**config.mk**
```make
export PLATFORM = sky130hd
export DESIGN_NAME = neuron_mac
export DESIGN_NICKNAME = d
export VERILOG_FILES = /design/src/rtl/neuron_mac.sv
export SDC_FILE = /design/constraint.sdc
export NUM_CORES = 1
export LEC_CHECK = 0
export ABC_AREA = 0
export CORE_MARGIN = 3
export CORE_UTILIZATION = 55
export CTS_CLUSTER_SIZE = 20
export DETAILED_ROUTE_END_ITERATION = 6
export PLACE_DENSITY_LB_ADDON = 0.15
export SLEW_MARGIN = 20
export SYNTH_ARGS = -nofsm -noshare
export SYNTH_HDL_FRONTEND = slang
export SYNTH_SLANG_ARGS = --single-unit
```
**constraint.sdc**
```tcl
create_clock -name clk -period 7.1 [get_ports clk]
set_input_delay 1.42 -clock clk [delete_from_list [all_inputs] [get_ports clk]]
set_output_delay 1.42 -clock clk [all_outputs]
set_load 0.005 [all_outputs]
```
**src/rtl/neuron_mac.sv**
```systemverilog
// Single-neuron MAC sequencer: streams weights from a negedge-sampled block ROM, accumulates
// x*w, adds the trailing bias word and saturates. Define NEURON_RELU_EN for ReLU output.
module neuron_mac #(
    parameter int unsigned N     = 8,
    parameter int unsigned Q     = 7,
    parameter int unsigned ACC_W = 2 * N + 9
) (
    input  logic         clk,
    input  logic         rst,
    input  logic         start,
    input  logic [7:0]   base_addr,
    input  logic [7:0]   count,
    input  logic [N-1:0] x_in,
    input  logic         x_valid,
    output logic         x_ready,
    output logic [7:0]   w_addr,
    input  logic [N-1:0] w_data,
    output logic [N-1:0] y_out,
    output logic         y_valid,
    input  logic         y_ready,
    output logic         busy
);

    typedef enum logic [1:0] {StIdle, StMac, StBias, StOut} state_e;

    state_e                   state_q, state_d;
    logic [7:0]               w_addr_q, w_addr_d;
    logic [7:0]               idx_q, idx_d;
    logic [7:0]               count_q, count_d;
    logic signed [ACC_W-1:0]  acc_q, acc_d;
    logic [N-1:0]             y_out_q, y_out_d;

    logic signed [2*N-1:0]    prod;
    logic signed [ACC_W-1:0]  prod_ext;
    logic signed [ACC_W-1:0]  bias_ext;
    logic signed [ACC_W-1:0]  acc_bias;
    logic signed [ACC_W-1:0]  acc_shr;
    logic [ACC_W-N:0]         shr_hi;
    logic [N-1:0]             sat;
    logic [N-1:0]             act;

    assign prod     = $signed(x_in) * $signed(w_data);
    assign prod_ext = {{(ACC_W - 2 * N){prod[2*N-1]}}, prod};
    // Bias is Q-format; align it to the 2Q-fraction accumulator.
    assign bias_ext = {{(ACC_W - N - Q){w_data[N-1]}}, w_data, {Q{1'b0}}};
    assign acc_bias = acc_q + bias_ext;
    assign acc_shr  = acc_bias >>> Q;
    assign shr_hi   = acc_shr[ACC_W-1:N-1];

    always_comb begin
        sat = acc_shr[N-1:0];
        // In range only if every bit from the sign of the N-bit result upward agrees.
        if (!((&shr_hi) || (~|shr_hi))) begin
            sat = acc_shr[ACC_W-1] ? {1'b1, {(N - 1){1'b0}}} : {1'b0, {(N - 1){1'b1}}};
        end
    end

`ifdef NEURON_RELU_EN
    assign act = sat[N-1] ? '0 : sat;
`else
    assign act = sat;
`endif

    always_comb begin
        state_d  = state_q;
        w_addr_d = w_addr_q;
        idx_d    = idx_q;
        count_d  = count_q;
        acc_d    = acc_q;
        y_out_d  = y_out_q;
        unique case (state_q)
            StIdle: begin
                if (start) begin
                    count_d  = count;
                    w_addr_d = base_addr;
                    acc_d    = '0;
                    idx_d    = '0;
                    state_d  = (count != 8'd0) ? StMac : StBias;
                end
            end
            StMac: begin
                if (x_valid) begin
                    acc_d    = acc_q + prod_ext;
                    w_addr_d = w_addr_q + 8'd1;
                    idx_d    = idx_q + 8'd1;
                    if (idx_q == count_q - 8'd1) begin
                        state_d = StBias;
                    end
                end
            end
            StBias: begin
                acc_d   = acc_bias;
                y_out_d = act;
                state_d = StOut;
            end
            StOut: begin
                if (y_ready) begin
                    state_d = StIdle;
                end
            end
            default: state_d = StIdle;
        endcase
    end

    always_ff @(posedge clk) begin
        if (rst) begin
            state_q  <= StIdle;
            w_addr_q <= '0;
            idx_q    <= '0;
            count_q  <= '0;
            acc_q    <= '0;
            y_out_q  <= '0;
        end else begin
            state_q  <= state_d;
            w_addr_q <= w_addr_d;
            idx_q    <= idx_d;
            count_q  <= count_d;
            acc_q    <= acc_d;
            y_out_q  <= y_out_d;
        end
    end

    assign x_ready = (state_q == StMac);
    assign y_valid = (state_q == StOut);
    assign busy    = (state_q != StIdle);
    assign w_addr  = w_addr_q;
    assign y_out   = y_out_q;

endmodule

```
==> summary.md <==
| Metric | Value |
|---|---|
| Status | `finished, final reports clean` |
| Vias in the first global route | `approximately 6.7k` |
| Total negative setup slack | `0 ns` |
| CTS buffer count | `9` |
| Worst skew pair latency | `0.33 ns` |
| WP data required | `7.31 ns` |
| Crit Path Class | `input pin to flip-flop` |
| Vert. Die Dim | `about 130 um` |
| ANT cells | `0` |
| Fin nets | `1206` |
| CTS Hold Buffers Added | `0` |
| Final setup vio count | `0` |
| Register area | `1180 um^2` |
| Die area | `16300 um^2` |
| Max_cap viols | `0` |
| Root Buffer | `clkbuf_16` |
| Leakage | `4.22 nW` |
| Hold_sp | `acc_q[2]` |
| Htree depth | `3` |
| Design area | `between 9000 and 10000 um^2` |
| Worst Hold Path EP | `acc_q[2]` |
| R2r endpoint | `acc_q[21]` |
| Slew @ Worst Pin | `a little under 0.9 ns` |
| Largest net degree at the start of global routing | `51` |
| CTS tree | `done` |
| Simple-Gate Fraction of Synth Area | `between 10% and 20%` |
| Antenna violations before repair | `0` |
| Power Density | `approximately 350 nW/um^2` |
| CP arrival | `~7 ns` |
| Fmax achieved | `0.148 GHz` |
| Fill cells | `1206` |
| DRT Pass-1 Iters | `5` |
| Dpl cell area | `roughly 9000 um^2` |
| GRT Overall Usage | `around a quarter` |
| Fin crit period | `about 6.7 ns` |
| Share of the synthesized area in the top cell type | `approximately 27%` |
| First-pass GRT wire length | `between 30000 and 40000 um` |
| Peak VDD IR | `around 0.49 mV` |
| PortBufs | `55` |
| Drt drc | `0` |
| CP Capture Type | `flip-flop` |
| Final WL | `slightly below 20000 um` |
| Largest family of logic cells by synthesized area | `adder cells` |
| Predominant post-synthesis flop cell | `dfxtp_1` |
| Compound-Gate Fraction of Synth Area | `approximately 16%` |
| Post-CTS Setup Bufs | `0` |
| RSZ-0062 raised after global routing | `no` |
| Synth-to-Final Area Change | `14.3%` |
| FF+latch count, synth | `between 50 and 60` |
| Initial core utilization | `57.5%` |
| EDFF count, synth | `0` |
| Layout cell share with drive strength beyond 1 | `under 10%` |
| R2r startpoint | `acc_q[6]` |
| Detail Placement HPWL | `about 16000 um` |
| Async set-reset flop share out of synthesis | `0%` |
| Multi-input gate area | `approximately 6400 um^2` |
| FF-to-FF setup slack | `between 1.5 and 2 ns` |
| Synth unique cells | `between 70 and 80` |
| Mux contribution to synthesized area | `less than 1%` |
| Syn avg cell area | `8.93 um^2` |
| Reg2Reg Depth | `19` |
| Commonest non-fill, non-tap cell in the layout | `inv_1` |
| CTS Buffer Depth | `2` |
| Total Power | `between 3 and 4 mW` |
| Min-Delay Path Class | `flip-flop to flip-flop` |
| # IOs | `56` |
| Top cells by area, synth | `fa_1, dfxtp_1, ha_1` |
| CTS resizes | `0` |
| Horiz. Die Dim | `approximately 130 um` |
| Synth Area in Adders | `39.1%` |
| Biggest fanout along the worst timing path | `3` |
| Critical path launch point type | `input pin` |
| Remaining antenna violation count after routing | `0` |
| Cells after synthesis | `roughly 910` |
| Most frequent cells in the layout | `inv_1, fa_1, ha_1` |
| Iteration-0 DRC Markers | `378` |
| Vias per cell | `roughly 5.7` |
| DR vias | `6690` |
| Row count | `43` |
| Fin Clk Skew | `between 0.005 and 0.006 ns` |
| Grt total ovfl | `0` |
| XOR/XNOR share of the synthesized area | `under 10%` |
| Total clock sinks | `59` |
| Core ar. | `14100 um^2` |
| Cell area after synthesis | `a little over 8000 um^2` |
| Tcrit/Tclk final | `between 90% and 100%` |
| Synth area leader | `fa_1` |
| Slew margin rel. | `about 40%` |
| Synthesized Nets | `about 1.1k` |
| GPL Wtd Cong | `0.916` |
| Seq/Total Area, Yosys | `roughly 15%` |
| Hold_ws | `roughly 0.46 ns` |
| Hold-critical path depth | `2` |
| Clock-pin slew on the worst setup and hold paths | `roughly 0.050 ns` |
| Synth warn | `0` |
| Final hold violation count | `0` |
| Wire per inst | `about 17 um` |
| Slew Viols, Final | `0` |
[cells in the mapped netlist, drive strengths merged, types with 3 or more instances]
cell       n
inv      113
fa       109
ha        80
nand2     75
dfxtp     59
a21oi     56
nor2      51
and2      34
nand3     30
xor2      29
xnor2     28
o21ai     27
clkbuf    25
a211oi    14
nor3      14
nand4     13
nand2b    11
a21o       9
o22ai      9
o21a       7
a31oi      6
nor2b      6
o211ai     6
o221ai     6
o31ai      6
a22oi      5
a32oi      5
and3       5
o21bai     5
a2111oi    4
mux2i      4
nand3b     4
nor4       4
or3        4
a2bb2oi    3
buf        3
nand4b     3
nor3b      3
o32ai      3
or2        3
[state kept, by name (all words and copies together), names as in the netlist]
signal   flops
state_q      2
idx_q        8
w_addr       8
acc_q       25
count_q      8
y_out        8
[logic make-up (layout without fill, tap and decap cells)]
logic type | after synthesis | in the layout
buffers and inverters | 142 | 216
adders and majority gates | 189 | 189
and+or+nand+nor | 268 | 268
muxes | 5 | 5
AOI/OAI and AO/OA | 191 | 191
xor gates and xnor gates | 57 | 57
DFF | 59 | 59
[worst max-delay path, cell delays in order]
cell and delay, ns:
clkdlybuf4s50_1 0.62, nand2b_1 0.14, fa_1 0.54, fa_1 0.55
inv_1 0.06, fa_1 0.51, fa_1 0.60, fa_1 0.43
ha_1 0.34, inv_1 0.06, o21bai_1 0.08, a2111oi_0 0.49
buf_4 0.20, nor2_1 0.07, a211oi_1 0.33, o21bai_1 0.15
a311oi_1 0.28, o31ai_1 0.09
[metal layers]
layer	global-route usage (%)	routed length (um)	vias up
met5	0	0	-
met4	7.12	451	0
met3	3.47	710	29
met2	41.7	9500	140
met1	35.7	8910	3254
li1	-	-	3267
[stage by stage]
| step | cells | setup slack [ns] | util [%] |
|---|---|---|---|
| floorplan | 911 | 0.346 | - |
| global placement | 1149 | 0.0976 | 63.8 |
| detailed placement | 1149 | 0.0205 | 63.8 |
| CTS | 1165 | 0.345 | 65.7 |
| global route | 1165 | 0.0449 | 65.7 |
| finish | 1165 | 0.351 | 65.7 |
[report_power, final]
| group | switching [mW] | total (mW) | internal, mW |
|---|---|---|---|
| Sequential | 0.0441 | 0.409 | 0.365 |
| Combinational | 1.38 | 2.47 | 1.09 |
| Clock | 0.158 | 0.392 | 0.234 |
[layout make-up]
type                            count  area share [%]
Clock inverter                      7           0.484
Multi-Input combinational cell    710            69.0
Tap cell                          180            2.42
Clock buffer                        9            2.42
Inverter                          114            4.60
Timing Repair Buffer               86            8.37
Sequential cell                    59            12.7
[worst max path at each step]
| stage | start | slack [ns] | endpoint |
|---|---|---|---|
| 3_3_place_gp | w_data[7] | 0.1 | acc_q[21] |
| 4_1_cts | w_data[7] | 0.35 | acc_q[21] |
| 6_report | w_data[7] | 0.35 | acc_q[21] |
| 5_1_grt | w_data[7] | 0.04 | acc_q[21] |
| 3_5_place_dp | w_data[7] | 0.02 | acc_q[21] |
| 2_1_floorplan | w_data[0] | 0.35 | acc_q[21] |
Power figures use the tool's default switching activity.
